<file path="src/rtl/adc_capture_ctrl.sv">
// ADC capture sequencer: paces convst/busy conversions inside each
// adc_en window, tags samples and queues them on a valid/ready stream.
// Ports: fpga_clk/sys_rst; adc_en, rf_sw, rot_count from the scan FSM;
// adc_busy/adc_data/adc_convst to the ADC; out_data/out_valid/out_ready
// downstream; fifo_level, win_done, sticky overflow/timeout/sel_err.
module adc_capture_ctrl #(
  parameter int ADC_W      = 12,
  parameter int CLK_DIV    = 100,
  parameter int BUSY_TMO   = 64,
  parameter int MAX_SAMP   = 32,
  parameter int FIFO_DEPTH = 16
) (
  input  logic                          fpga_clk,
  input  logic                          sys_rst,
  input  logic                          adc_en,
  input  logic [3:0]                    rf_sw,
  input  logic [9:0]                    rot_count,
  input  logic                          err_clr,
  input  logic                          adc_busy,
  input  logic [ADC_W-1:0]              adc_data,
  output logic                          adc_convst,
  output logic [31:0]                   out_data,
  output logic                          out_valid,
  input  logic                          out_ready,
  output logic [$clog2(FIFO_DEPTH):0]   fifo_level,
  output logic                          win_done,
  output logic                          overflow,
  output logic                          timeout,
  output logic                          sel_err
);

  localparam int AW = $clog2(FIFO_DEPTH);
  localparam int PW = $clog2(CLK_DIV + BUSY_TMO + 4);
  localparam int TW = $clog2(BUSY_TMO + 1);

  localparam logic [2:0] IDLE      = 3'd0;
  localparam logic [2:0] START     = 3'd1;
  localparam logic [2:0] WAIT_BUSY = 3'd2;
  localparam logic [2:0] LATCH     = 3'd3;
  localparam logic [2:0] PACE      = 3'd4;
  localparam logic [2:0] DONE      = 3'd5;

  logic [2:0]    state, state_nx;
  logic          en_q;
  logic [9:0]    rot_q;
  logic [1:0]    ch_q, ch_dec;
  logic [8:0]    idx_q;
  logic [7:0]    idx_tag;
  logic [PW-1:0] pace_cnt;
  logic [TW-1:0] wait_cnt;
  logic [11:0]   samp12;

  logic [31:0]   mem [FIFO_DEPTH];
  logic [AW-1:0] wr_ptr, rd_ptr;
  logic [AW:0]   count;

  logic en_rise, sel_bad, busy_ok, tmo_hit, pace_end, more;
  logic full, push, pop, drop, sel_ev;

  // en_q resets high so a level already present at reset release
  // is not taken as a window start.
  assign en_rise  = adc_en & ~en_q;
  assign busy_ok  = ~adc_busy && (wait_cnt != '0);
  assign tmo_hit  = (state == WAIT_BUSY) && !busy_ok &&
                    (wait_cnt == TW'(BUSY_TMO - 1));
  // >= so a timeout longer than the pace period still terminates
  assign pace_end = pace_cnt >= PW'(CLK_DIV - 1);
  assign more     = adc_en && (idx_q < 9'(MAX_SAMP));
  assign idx_tag  = idx_q[8] ? 8'hff : idx_q[7:0];
  assign samp12   = 12'(adc_data);

  assign full     = count == (AW+1)'(FIFO_DEPTH);
  assign push     = (state == LATCH) && !full;
  assign drop     = (state == LATCH) && full;
  assign pop      = out_valid && out_ready;
  assign sel_ev   = (state == IDLE) && en_rise && sel_bad;

  assign adc_convst = state == START;
  assign win_done   = state == DONE;
  assign out_valid  = count != '0;
  assign out_data   = out_valid ? mem[rd_ptr] : '0;
  assign fifo_level = count;

  always_comb begin
    ch_dec  = 2'd0;
    sel_bad = 1'b0;
    case (rf_sw)
      4'b0001: ch_dec = 2'd0;
      4'b0010: ch_dec = 2'd1;
      4'b0100: ch_dec = 2'd2;
      4'b1000: ch_dec = 2'd3;
      default: sel_bad = 1'b1;
    endcase
  end

  always_comb begin
    state_nx = state;
    case (state)
      IDLE:
        if (en_rise) state_nx = sel_bad ? DONE : START;
      START:
        state_nx = WAIT_BUSY;
      WAIT_BUSY:
        if (busy_ok)      state_nx = LATCH;
        else if (tmo_hit) state_nx = PACE;
      LATCH:
        state_nx = PACE;
      PACE:
        if (pace_end) state_nx = more ? START : DONE;
      DONE:
        state_nx = IDLE;
      default:
        state_nx = IDLE;
    endcase
  end

  always_ff @(posedge fpga_clk or posedge sys_rst) begin
    if (sys_rst) begin
      state    <= IDLE;
      en_q     <= 1'b1;
      rot_q    <= '0;
      ch_q     <= '0;
      idx_q    <= '0;
      pace_cnt <= '0;
      wait_cnt <= '0;
    end else begin
      state <= state_nx;
      en_q  <= adc_en;
      if (state == IDLE && en_rise) begin
        rot_q <= rot_count;
        ch_q  <= ch_dec;
        idx_q <= '0;
      end
      // a slot consumes an index whether latched or timed out
      if ((state == LATCH || tmo_hit) && idx_q != 9'd256)
        idx_q <= idx_q + 9'd1;
      // zero on entry so pace_cnt reads 0 during START
      if (state_nx == START)
        pace_cnt <= '0;
      else if (state != IDLE)
        pace_cnt <= pace_cnt + PW'(1);
      if (state == START)
        wait_cnt <= '0;
      else if (state == WAIT_BUSY)
        wait_cnt <= wait_cnt + TW'(1);
    end
  end

  always_ff @(posedge fpga_clk or posedge sys_rst) begin
    if (sys_rst) begin
      wr_ptr <= '0;
      rd_ptr <= '0;
      count  <= '0;
    end else begin
      if (push) wr_ptr <= wr_ptr + AW'(1);
      if (pop)  rd_ptr <= rd_ptr + AW'(1);
      case ({push, pop})
        2'b10:   count <= count + (AW+1)'(1);
        2'b01:   count <= count - (AW+1)'(1);
        default: count <= count;
      endcase
    end
  end

  always_ff @(posedge fpga_clk) begin
    if (push) mem[wr_ptr] <= {rot_q, ch_q, idx_tag, samp12};
  end

  // an error event in the clear cycle keeps the flag set
  always_ff @(posedge fpga_clk or posedge sys_rst) begin
    if (sys_rst) begin
      overflow <= 1'b0;
      timeout  <= 1'b0;
      sel_err  <= 1'b0;
    end else begin
      if (drop)         overflow <= 1'b1;
      else if (err_clr) overflow <= 1'b0;
      if (tmo_hit)      timeout  <= 1'b1;
      else if (err_clr) timeout  <= 1'b0;
      if (sel_ev)       sel_err  <= 1'b1;
      else if (err_clr) sel_err  <= 1'b0;
    end
  end

endmodule

</file>
<file path="config.mk">
export PLATFORM = sky130hd
export DESIGN_NAME = adc_capture_ctrl
export DESIGN_NICKNAME = d
export VERILOG_FILES = /design/src/rtl/adc_capture_ctrl.sv
export SDC_FILE = /design/constraint.sdc
export NUM_CORES = 1
export LEC_CHECK = 0
export CORE_MARGIN = 4
export CORE_UTILIZATION = 60
export CTS_CLUSTER_SIZE = 10
export DETAILED_ROUTE_END_ITERATION = 8
export DONT_BUFFER_PORTS = 1
export PLACE_DENSITY = 0.76
export SLEW_MARGIN = 25
export SYNTH_ARGS = -nofsm -noshare
export SYNTH_HDL_FRONTEND = slang
export SYNTH_SLANG_ARGS = --single-unit
</file>
<file path="constraint.sdc">
create_clock -name fpga_clk -period 5.08 [get_ports fpga_clk]
set_input_delay 1.016 -clock fpga_clk [delete_from_list [all_inputs] [get_ports fpga_clk]]
set_output_delay 1.016 -clock fpga_clk [all_outputs]
set_load 0.02 [all_outputs]
</file>
### Yosys cells after proc, flatten, opt, wreduce, memory -nomap -nowiden

Memory sizes are Yosys's and may differ from the RTL's.
Index checks and enable logic that the tools add are counted.

| storage, ports and cells | value |
|---|---|
| bits in registers | 56 |
| RAM bits | 512 |
| input port bits | 32 |
| output and inout bits | 43 |
| memories kept | 1 |

Memory list:

| name | depth | width | rd ports | clocked after memory_dff | write ports | RTL line | source |
|---|---|---|---|---|---|---|---|
| mem | 16 | 32 | 1 | 0 | 1 | 53 | `logic [31:0] mem [FIFO_DEPTH];` |

| operators by class | value |
|---|---|
| $add $sub $neg | 7 |
| $lt $le $gt $ge | 2 |
| eq/ne operators | 15 |
| muxes and demuxes | 24 |
| bitwise operators | 3 |
| reduce and logical (&&, ||, !) cells | 25 |

Operators with widths:

| kind | count |
|---|---|
| $mux W32 | 1 |
| $mux W8 | 3 |
| $mux W3 | 6 |
| $mux W9 | 2 |
| $pmux W3 S5 | 1 |
| $mux W7 | 2 |
| $reduce_bool A2 Y1 | 7 |
| $logic_and A1 B1 Y1 | 10 |
| $pmux W5 S2 | 1 |
| $add A9 B1 Y9 const B | 1 |
| $lt A9 B6 Y1 const B | 1 |
| $ne A9 B9 Y1 const B | 1 |
| $add A4 B1 Y4 const B | 2 |
| $add A8 B1 Y8 const B | 1 |
| $ge A8 B7 Y1 const B | 1 |
| $add A7 B1 Y7 const B | 1 |
| $eq A7 B6 Y1 const B | 1 |
| $mux W1 | 7 |
| $reduce_bool A7 Y1 | 1 |
| $eq A3 B1 Y1 const B | 2 |
| $eq A3 B2 Y1 const B | 2 |
| $eq A3 B3 Y1 const B | 2 |
| $pmux W2 S3 | 1 |
| $add A5 B1 Y5 const B | 1 |
| other kinds (16) | 18 |

### Longest topological paths before layout

Gate-level depths: netlist of run 1.

| logic depth | value |
|---|---|
| depth after elaboration | 10 |
| gate-level depth with buffers | 12 |

### Least setup slack after synthesis of run 1

Ideal clock, no wire load.

| timing path | value |
|---|---|
| path type | reg-to-output |
| from | register rd_ptr[0] |
| to | output out_data[0] |
| arrival | 2.008 ns |
| data required time | 4.064 ns |
| path slack | 2.056 ns |
| stages on the path, launching flop included | 7 |
| path buffers | 3 |
| cell sequence | dfrtp_1 -> clkbuf_1 -> buf_4 -> buf_4 -> mux4_2 -> mux4_2 -> and2_1 |

| on the way | value |
|---|---|
| longest elaborated chain between the ends | 2 |

RTL lines:

| item | RTL line | source |
|---|---|---|
| start, declared | 54 | `logic [AW-1:0] wr_ptr, rd_ptr;` |
| start signal, assigned | 156 | `if (pop) rd_ptr <= rd_ptr + AW'(1);` |
| $mem_v2 Z16 W32 | -- |  |
| $mux W32 | 81 | `assign out_data = out_valid ? mem[rd_ptr] : '0;` |
| end, declared | 22 | `output logic [31:0] out_data,` |

No other way between the ends.

### Worst setup path in the final report of run 1

| timing path | value |
|---|---|
| from | register rd_ptr[0] |
| to | output out_data[30] |

Same word-level chain as after synthesis.

==> reports/metrics.yaml, run 1 <==
critPathSlowestCell: "dfrtp_4"
post_cts_buffers: 0
root_buffer: "clkbuf_16"
maxCapViolations: 0
synth.area.mux_share_pct: 16.2
grt_pass1_wl_mm: 72.5
tightest_slew_ps: 980
r2r_slack_ps: 1500
synth_top_flop_cell: "edfxtp_1"
portBuffers: 0
synth_top_area_cell: "edfxtp_1"
avgSynthCellArea_um2: 21.0
dieArea_um2: 40500
ys_seq_area_share_pct: 74.8
synth_compound_area_share_pct: 1.56
dp_hpwl_mm: 25.0
worstPathCellList: "buf_4, mux4_2, mux4_2, and2_1"
postCtsHoldBufs: 0
synth_top_family_by_area: "multiplexers"
ctsResizeCount: 0
path_delay_family: "multiplexers"
core_region_area_um2: 36800
numCtsBuffers: 67
hold_path.class: "in -> reg"
cts.sinks: 568
final_area_um2: 25000
io_pins: 75
slowest_delay_ps: 740
power.leakage_uw: 0.00831
synth_fp_nets: 1117
clk_latency_ps: 590
clkSlewWorstSetupHoldPaths_ps: 60
clockBufferDepth: 3
synth-xor-area-share_pct: 0.859
synthDominantCellAreaShare_pct: 68.5
hold_path_depth: 0
worstHoldEndpoint: "en_q"
cp.arrival_ps: 3150
setup_tns_ps: 0
rows: 70
cp-start-kind: "flop"
synthSimpleGateAreaFrac_pct: 4.31
rsz0062_at_grt: "no"
synthAdderAreaFrac_pct: 0.870
relSlewSlack_pct: 34.7
fin_nets: 1165
via_per_inst: 6.60
status: "finished clean"
start_util_pct: 61.0
fin_util_pct: 67.8
die_h_um: 201
synth_edf_count: 512
wire_per_inst_um: 29.3
timing.final.crit_period_ps: 4170
synth.top_cells.by_area: "edfxtp_1, mux4_2, dfrtp_1"
ys_async_sr_fraction_pct: 9.86
placed_area_um2: 23100
netlist_area_um2: 22400
worst_r2r_startpoint: "state[2]"
vdd_drop_max_mv: 0.289
slew_viol_final: 0
setup_viol: 0
finalHoldViolations: 0
synth_seq_cells: 568
grt_max_degree: 57
drc: 0
drt-total-wl_mm: 47.5
cp_num_buf_inv: 1
grt.overflow.total: 0
drt_pass1_iterations: 5
die-width_um: 201
cts_tree: "done"
required_ps: 4060
vias: 10700
syn_to_final_growth_pct: 11.2
critPathLaunch: "rd_ptr[0]"
r2r_cells: 6
endpoint_kind: "output pin"
path_max_fanout: 24
antenna_cells: 0
drive_gt1_share_pct: 26.6
synth_cell_types: 53
grt_pass1_vias: 11200
fin_skew_ps: 23.2
gp_congestion: 0.758
hp-start: "adc_en"
period_share_pct: 82.0
dpl.cell_count: 1517
antenna_left: 0
ys_warn_count: 0
drt_iter0_drc: 1267
antenna_found_initial: 1
rr_endpoint: "mem[8][4]"
synth_cells: 1070
htreeDepth: 3
crit_top_cell: "mux4_2"
max_freq_mhz: 240
stdcell_count: 1620
grt_usage_pct: 24.2
power_uw: 13900
worstSetupPathType: "reg -> out"
p_per_area_nw_per_um2: 556
[worst max-delay path by stage]
stage,end,slack [ps],cells past startpoint
2_1_floorplan,out_data[0],2060,6
5_1_grt,out_data[30],770,4
3_5_place_dp,out_data[25],1500,4
3_3_place_gp,out_data[27],1520,4
4_1_cts,out_data[30],840,4
6_report,out_data[30],910,4
[cells by family (layout without fill, tap and decap cells)]
group / count (synthesis) / count (layout)
flops: 568 / 568
simple gates: 177 / 177
mux: 163 / 163
buf+inv: 71 / 153
compound gates: 54 / 54
xor+xnor: 22 / 22
fa+ha+maj: 15 / 15
[area by class of cell]
cell class	instances	area, µm²
inverter	21	78.8
fill	2235	11800
clock buffer	96	1810
multi-input combinational	431	5360
timing repair buffer	29	255
tap	468	586
clock inverter	7	78.8
sequential	568	16800
[cell usage after synthesis, types with 8 or more instances]
master	number
and3_1	8
nand2_1	55
xor2_1	11
buf_4	11
nand4_1	8
ha_1	14
edfxtp_1	512
inv_1	21
dfrtp_1	55
o21ai_0	19
and2_1	45
mux4_2	160
buf_1	11
or2_2	10
clkbuf_1	21
a21oi_1	13
nor2_1	12
nor3_1	8
xnor2_1	11
[layout by cell type (no fill, tap or decap), drive strengths merged, types with 7 or more instances in the layout]
master  netlist  final
nand2        55     55
and3          8      8
dfrtp        55     55
xor2         11     11
clkbuf       22     96
nand4         8      8
or2          10     10
edfxtp      512    512
ha           14     14
a21oi        13     13
mux4        160    160
inv          21     24
and2         45     45
o21ai        19     19
nand3         7      7
nor2         13     13
buf          28     29
xnor2        11     11
nor3          8      8
[power breakdown]
part | leakage, µW | total, µW | internal, µW | switching [µW]
Combinational | 0.00202 | 3520 | 1720 | 1790
Clock | 0.000907 | 4220 | 2460 | 1760
Sequential | 0.00538 | 6150 | 5560 | 587
Total | 0.00831 | 13900 | 9740 | 4140
[worst register-to-register path: cells and delay by family, from the launching register on]
kind	cells	cell delay, ps
AND/OR/NAND/NOR	3	1630
AO/OA/AOI/OAI	1	630
buffers and inverters	2	550
flip-flops	1	460
[layer usage]
layer | track usage, % | share of wire, % | vias to the layer above | wire length [µm]
li1 | - | - | 4452 | -
met5 | 0 | 0 | - | 0
met1 | 33.5 | 38 | 5592 | 17900
met2 | 38.7 | 50 | 560 | 23800
met4 | 8.11 | 2.8 | 0 | 1310
met3 | 5.88 | 9.2 | 82 | 4390
[through the flow]
stage / hold WS, ps / setup WS [ps]
after floorplan: 473 / 2060
after global placement: 512 / 1520
after detailed placement: 519 / 1500
after CTS: 421 / 839
after global routing: 423 / 768
final: 447 / 912
[sequential cells by signal, indices dropped and copies added, names as in the netlist, 3 cells and up]
| signal | cells |
|---|---|
| fifo_level | 5 |
| rd_ptr | 4 |
| rot_q | 10 |
| wr_ptr | 4 |
| wait_cnt | 7 |
| mem | 512 |
| idx_q | 9 |
| state | 3 |
| pace_cnt | 8 |
(Power assumes the default switching activity.)
==> inputs of run 2 (changes only) <==
Settings changed: CORE_UTILIZATION 60 to 57, PLACE_DENSITY 0.76 to 0.75.
Clock period 5.08 ns to 3.5 ns, I/O delays scaled along.
==> run 2 against run 1 <==
  * Register-to-register slack worse by 1100 ps
  * Largest power group unchanged
  * Cell count up 4.8%
  * Die area up 5.1%
  * Highest routed layer unchanged
  * Design area up 2.6%
  * Flip-flop and latch count unchanged
  * Setup slack worse by 860 ps
==> reports/metrics.yaml, run 2 (synthesized netlist as in run 1, its figures left out) <==
largest_reg_flops: 512  # unchanged
mostFrequentLayoutCells: "edfxtp_1, mux4_2, clkbuf_16"  # unchanged
required_ps: 2800  # was 4060 ps
period_share_pct: 98.4
antenna_found_initial: 0  # was 1
power.leakage_uw: 0.00859  # was 0.00831 µW
seq_area_um2: 16800  # unchanged
grt_max_degree: 42  # was 57
io_pins: 75  # unchanged
antenna_left: 0  # unchanged
finalHoldViolations: 0  # unchanged
status: "finished clean"  # unchanged
drt_iter0_drc: 1249  # was 1267
die-width_um: 206  # was 201 µm
syn_to_final_growth_pct: 14.1  # was 11.2%
fin_nets: 1197  # was 1165
fin_skew_ps: 32.1  # was 23.2 ps
clk_latency_ps: 610  # was 590 ps
hold_path.class: "in -> async"  # was in -> reg
worst_r2r_startpoint: "fifo_level[1]"  # was state[2]
fin_util_pct: 66.1  # was 67.8%
clockBufferDepth: 3  # unchanged
slew_viol_final: 0  # unchanged
rsz0062_at_grt: "yes"  # was no
r2r_cells: 12  # was 6
worstSetupPathType: "reg -> out"  # unchanged
endpoint_kind: "output pin"  # unchanged
via_per_inst: 6.41  # was 6.60
dpl.cell_count: 1587  # was 1517
slowest_delay_ps: 560  # was 740 ps
multi_input_area_um2: 5370  # was 5360 µm²
regMostFlops: "mem"  # unchanged
antenna_cells: 0  # unchanged
cts.sinks: 568  # unchanged
start_util_pct: 57.9  # was 61.0%
drive_gt1_share_pct: 29.0  # was 26.6%
numCtsBuffers: 67  # unchanged
worstPathCellList: "buf_12, buf_4, mux4_2, mux4_2, and2_1"  # was buf_4, mux4_2, mux4_2, and2_1
root_buffer: "clkbuf_16"  # unchanged
clkSlewWorstSetupHoldPaths_ps: 60  # about the same
cts_tree: "done"  # unchanged
max_freq_mhz: 290
drt-total-wl_mm: 50.5  # was 47.5 mm
timing.final.crit_period_ps: 3440
top_regs: "mem (512), rot_q (10), idx_q (9)"  # unchanged
dieArea_um2: 42600  # was 40500 µm²
stdcell_count: 1697  # was 1620
holdWs_ps: 18.2  # was 447 ps
core_region_area_um2: 38700  # was 36800 µm²
critPathSlowestCell: "mux4_2"  # was dfrtp_4
cp-start-kind: "flop"  # unchanged
wire_per_inst_um: 29.8  # was 29.3 µm
gp_congestion: 0.792  # was 0.758
maxCapViolations: 0  # unchanged
grt_usage_pct: 24.7  # was 24.2%
vdd_drop_max_mv: 0.680  # was 0.289 mV
drc: 0  # unchanged
postCtsHoldBufs: 0  # unchanged
crit_top_cell: "mux4_2"  # unchanged
cp.arrival_ps: 2740  # was 3150 ps
p_per_area_nw_per_um2: 811  # was 556 nW/µm²
rr_endpoint: "fifo_level[4]"  # was mem[8][4]
drt_pass1_iterations: 5  # unchanged
htreeDepth: 3  # unchanged
portBuffers: 0  # unchanged
die_h_um: 206  # was 201 µm
dp_hpwl_mm: 27.1  # was 25.0 mm
grt.overflow.total: 0  # unchanged
nFillCells: 2504  # was 2235
grt_pass1_vias: 11500  # was 11200
path_max_fanout: 6  # was 24
setup_viol: 0  # unchanged
vias: 10900  # was 10700
grt_pass1_wl_mm: 75.6  # was 72.5 mm
layout_commonest_cell: "edfxtp_1"  # unchanged
rows: 72  # was 70
tightest_slew_ps: 801  # was 980 ps
relSlewSlack_pct: 46.4  # was 34.7%
r2r_slack_ps: 440  # was 1500 ps
==> run 2: cell count changes in the layout (fill, tap and decap cells not counted), sizes merged <==
| cell | change |
|---|---|
| buf | +31 |
| bufinv | +1 |
| clkbuf | -5 |
==> run 2: where the power goes <==
part	internal [µW]	total [µW]	leakage, µW	switching [µW]
combinational	2860	5720	0.00228	2850
clock	3650	6270	0.000931	2630
sequential	8070	8780	0.00538	702
total	14600	20800	0.00859	6180
==> run 2: worst max-delay path, delay by kind of cell, from the launching register on <==
family,cells,cell delay [ps]
muxes,2,1100
DFF,1,530
and+or+nand+nor,1,270
buffers and inverters,2,260
==> run 2: area by class of cell <==
| cell class | instances | share of cell area [%] |
|---|---|---|
| sequential | 568 | 65.6 |
| clock inverter | 8 | 0.572 |
| tap | 518 | 2.53 |
| timing repair buffer | 61 | 3.07 |
| inverter | 21 | 0.308 |
| clock buffer | 90 | 6.97 |
| multi-input combinational | 431 | 21.0 |
==> run 2: metrics by stage <==
stage | setup WS [ps] | TNS, ps | total power, µW | instance area (µm²)
2_1_floorplan | 774 | 0 | 12900 | 22400
6_report | 56.8 | 0 | 20800 | 25600
3_3_place_gp | 490 | 0 | 14200 | 23500
4_1_cts | 3.28 | 0 | 20800 | 25600
5_1_grt | -17.9 | -44.0 | 21600 | 25600
3_5_place_dp | 445 | 0 | 14400 | 23500
==> run 2: timing repair <==
action | CTS | global route
gates resized for setup | 0 | 7
gates cloned | 0 | 1
pin swaps | 0 | 0
buffers inserted | 11 | 0
setup endpoints to repair | 26 | 7
==> run 2: per-layer routing <==
metal	part of all wire, %	track usage [%]
met1	39	34.5
met2	51	40.0
met3	8.1	4.55
met4	2.4	8.39
met5	0	0
==> run 2: worst max path at each step <==
| stage | startpoint | to | slack, ps |
|---|---|---|---|
| floorplan | fifo_level[1] | fifo_level[4] | 770 |
| global placement | rd_ptr[0] | out_data[11] | 490 |
| detailed placement | fifo_level[1] | fifo_level[4] | 450 |
| CTS | rd_ptr[0] | out_data[24] | 3 |
| global route | rd_ptr[0] | out_data[10] | -20 |
| finish | rd_ptr[0] | out_data[21] | 60 |
==> inputs of run 3 (changes only) <==
Settings changed: CORE_MARGIN 4 to default, SLEW_MARGIN 25 to default.
==> run 3 against run 2 <==
  * Clock power is 3% lower
  * Non-clock buffer count is 11 lower
  * Combinational power is 1% lower
  * Sequential power is 0.7% lower
  * Routed wire length is 0.20% higher
  * Cell count is 0.59% lower
  * Via count is 0.26% higher
  * Design area is 0.90% lower
  * Critical endpoint is now out_data[19]
  * Largest power group unchanged
==> reports/metrics.yaml, run 3 (synthesized netlist as in run 1, its figures left out) <==
slowest_delay_ps: 550  # was 560 ps
clkSlewWorstSetupHoldPaths_ps: 50  # was 60 ps
slew_viol_final: 0  # unchanged
path_max_fanout: 16  # was 6
regMostFlops: "mem"  # unchanged
rr_endpoint: "fifo_level[4]"  # unchanged
status: "finished clean"  # unchanged
fin_nets: 1186  # was 1197
drive_gt1_share_pct: 28.0  # was 29.0%
fin_skew_ps: 16.1  # was 32.1 ps
p_per_area_nw_per_um2: 807  # was 811 nW/µm²
gp_congestion: 0.777  # was 0.792
required_ps: 2800  # about the same
grt_usage_pct: 26.1  # was 24.7%
grt_pass1_wl_mm: 74.4  # was 75.6 mm
timing.final.crit_period_ps: 3430  # was 3440 ps
drc: 0  # unchanged
top_regs: "mem (512), rot_q (10), idx_q (9)"  # unchanged
core_region_area_um2: 38700  # unchanged
endpoint_kind: "output pin"  # unchanged
final_area_um2: 25400  # was 25600 µm²
cts.sinks: 568  # unchanged
io_pins: 75  # unchanged
drt_pass1_iterations: 5  # unchanged
start_util_pct: 57.9  # unchanged
power.leakage_uw: 0.00847  # was 0.00859 µW
cp.depth: 5  # unchanged
tightest_slew_ps: 973  # was 801 ps
mostFrequentLayoutCells: "edfxtp_1, mux4_2, clkbuf_16"  # unchanged
cp-start-kind: "flop"  # unchanged
rsz0062_at_grt: "yes"  # unchanged
maxCapViolations: 0  # unchanged
r2r_cells: 12  # unchanged
critPathSlowestCell: "mux4_2"  # unchanged
fin_ws_ps: 68.5  # was 56.8 ps
vdd_drop_max_mv: 0.435  # was 0.680 mV
critPathLaunch: "rd_ptr[0]"  # unchanged
die-width_um: 200  # was 206 µm
clkPwrFrac_pct: 29.8  # was 30.2%
die_h_um: 200  # was 206 µm
cts_tree: "done"  # unchanged
hold_path_depth: 0
worstPathCellList: "buf_4, buf_12, mux4_2, mux4_2, and2_1"  # was buf_12, buf_4, mux4_2, mux4_2, and2_1
setup.worst_path.end: "out_data[19]"  # was out_data[21]
period_share_pct: 98.0  # was 98.4%
via_per_inst: 6.47  # was 6.41
r2r_slack_ps: 500  # was 440 ps
crit_top_cell: "mux4_2"  # unchanged
netSwitchingFraction_pct: 29.9  # was 29.8%
root_buffer: "clkbuf_16"  # unchanged
pwr-share-seq_pct: 42.6  # was 42.3%
path_delay_family: "multiplexers"  # unchanged
drt-total-wl_mm: 50.6  # was 50.5 mm
clockBufferDepth: 3  # unchanged
setup_viol: 0  # unchanged
worstSetupPathType: "reg -> out"  # unchanged
intPower_uw: 14400  # was 14600 µW
post-place-ws_ps: 407  # was 445 ps
dp_hpwl_mm: 26.0  # was 27.1 mm
cp_num_buf_inv: 2  # unchanged
antenna_found_initial: 1  # was 0
largest_reg_flops: 512  # unchanged
drt_iter0_drc: 1066  # was 1249
switching_power_uw: 6130  # was 6180 µW
grt_max_degree: 50  # was 42
placed_area_um2: 23400  # was 23500 µm²
dieArea_um2: 40200  # was 42600 µm²
antenna_left: 0  # unchanged
max_freq_mhz: 291  # was 290 MHz
clk_latency_ps: 580  # was 610 ps
syn_to_final_growth_pct: 13.1  # was 14.1%
htreeDepth: 3  # unchanged
comb_power_share_pct: 27.6  # was 27.5%
grt_pass1_vias: 11400  # was 11500
power_uw: 20500  # was 20800 µW
wire_per_inst_um: 30.0  # was 29.8 µm
numCtsBuffers: 67  # unchanged
worst_r2r_startpoint: "fifo_level[1]"  # unchanged
relSlewSlack_pct: 35.1  # was 46.4%
hold_path.class: "in -> reg"  # was in -> async
finalHoldViolations: 0  # unchanged
portBuffers: 0  # unchanged
cp.arrival_ps: 2730  # was 2740 ps
grt.overflow.total: 0  # unchanged
postCtsHoldBufs: 0  # unchanged
vias: 10900  # about the same
layout_commonest_cell: "edfxtp_1"  # unchanged
rows: 72  # unchanged
holdWs_ps: 122  # was 18.2 ps
## run 3: routing by layer
layer / routed length [µm] / GRT usage [%] / part of all wire [%] / up-vias
met1: 18600 / 33.7 / 37 / 5764
met3: 3950 / 5.09 / 7.8 / 130
li1: - / - / - / 4497
met5: 0 / 0 / 0 / -
met2: 26200 / 44.0 / 52 / 521
met4: 1860 / 10.4 / 3.7 / 0
## run 3: cell type report
| cell class | count | area (µm²) |
|---|---|---|
| fill | 2466 | 13400 |
| multi-input combinational | 431 | 5360 |
| timing repair buffer | 50 | 627 |
| clock buffer | 90 | 1780 |
| clock inverter | 8 | 77.6 |
| tap | 518 | 648 |
| sequential | 568 | 16800 |
| inverter | 21 | 78.8 |
| antenna | 1 | 2.50 |
## run 3: worst min path at each step
stage / start / endpoint / slack [ps]
3_3_place_gp: wait_cnt[6] / wait_cnt[6] / 490
3_5_place_dp: wait_cnt[6] / wait_cnt[6] / 520
6_report: adc_en / en_q / 120
5_1_grt: adc_en / en_q / 100
4_1_cts: adc_en / en_q / 90
2_1_floorplan: wait_cnt[6] / wait_cnt[6] / 470
## run 3: power groups by stage
stage	clock [µW]	combinational [µW]	sequential, µW
after floorplan	0	4420	8520
after detailed placement	0	5400	8940
final	6100	5660	8720
after CTS	6180	5700	8710
after global placement	0	5310	8890
after global routing	6430	6060	8780
## run 3: repair_timing
action                                  CTS  global route
cloned                                    0             1
buffers inserted                          5             0
gates resized for setup                   2             2
endpoints found under the setup margin   32             3
## run 3: per-stage QoR
| step | cells | utilization, % | TNS, ps |
|---|---|---|---|
| floorplan | 1070 | - | 0 |
| global placement | 1582 | 60.4 | 0 |
| detailed placement | 1582 | 60.4 | 0 |
| CTS | 1685 | 65.4 | 0 |
| global route | 1687 | 65.5 | -7.54 |
| finish | 1687 | 65.5 | 0 |
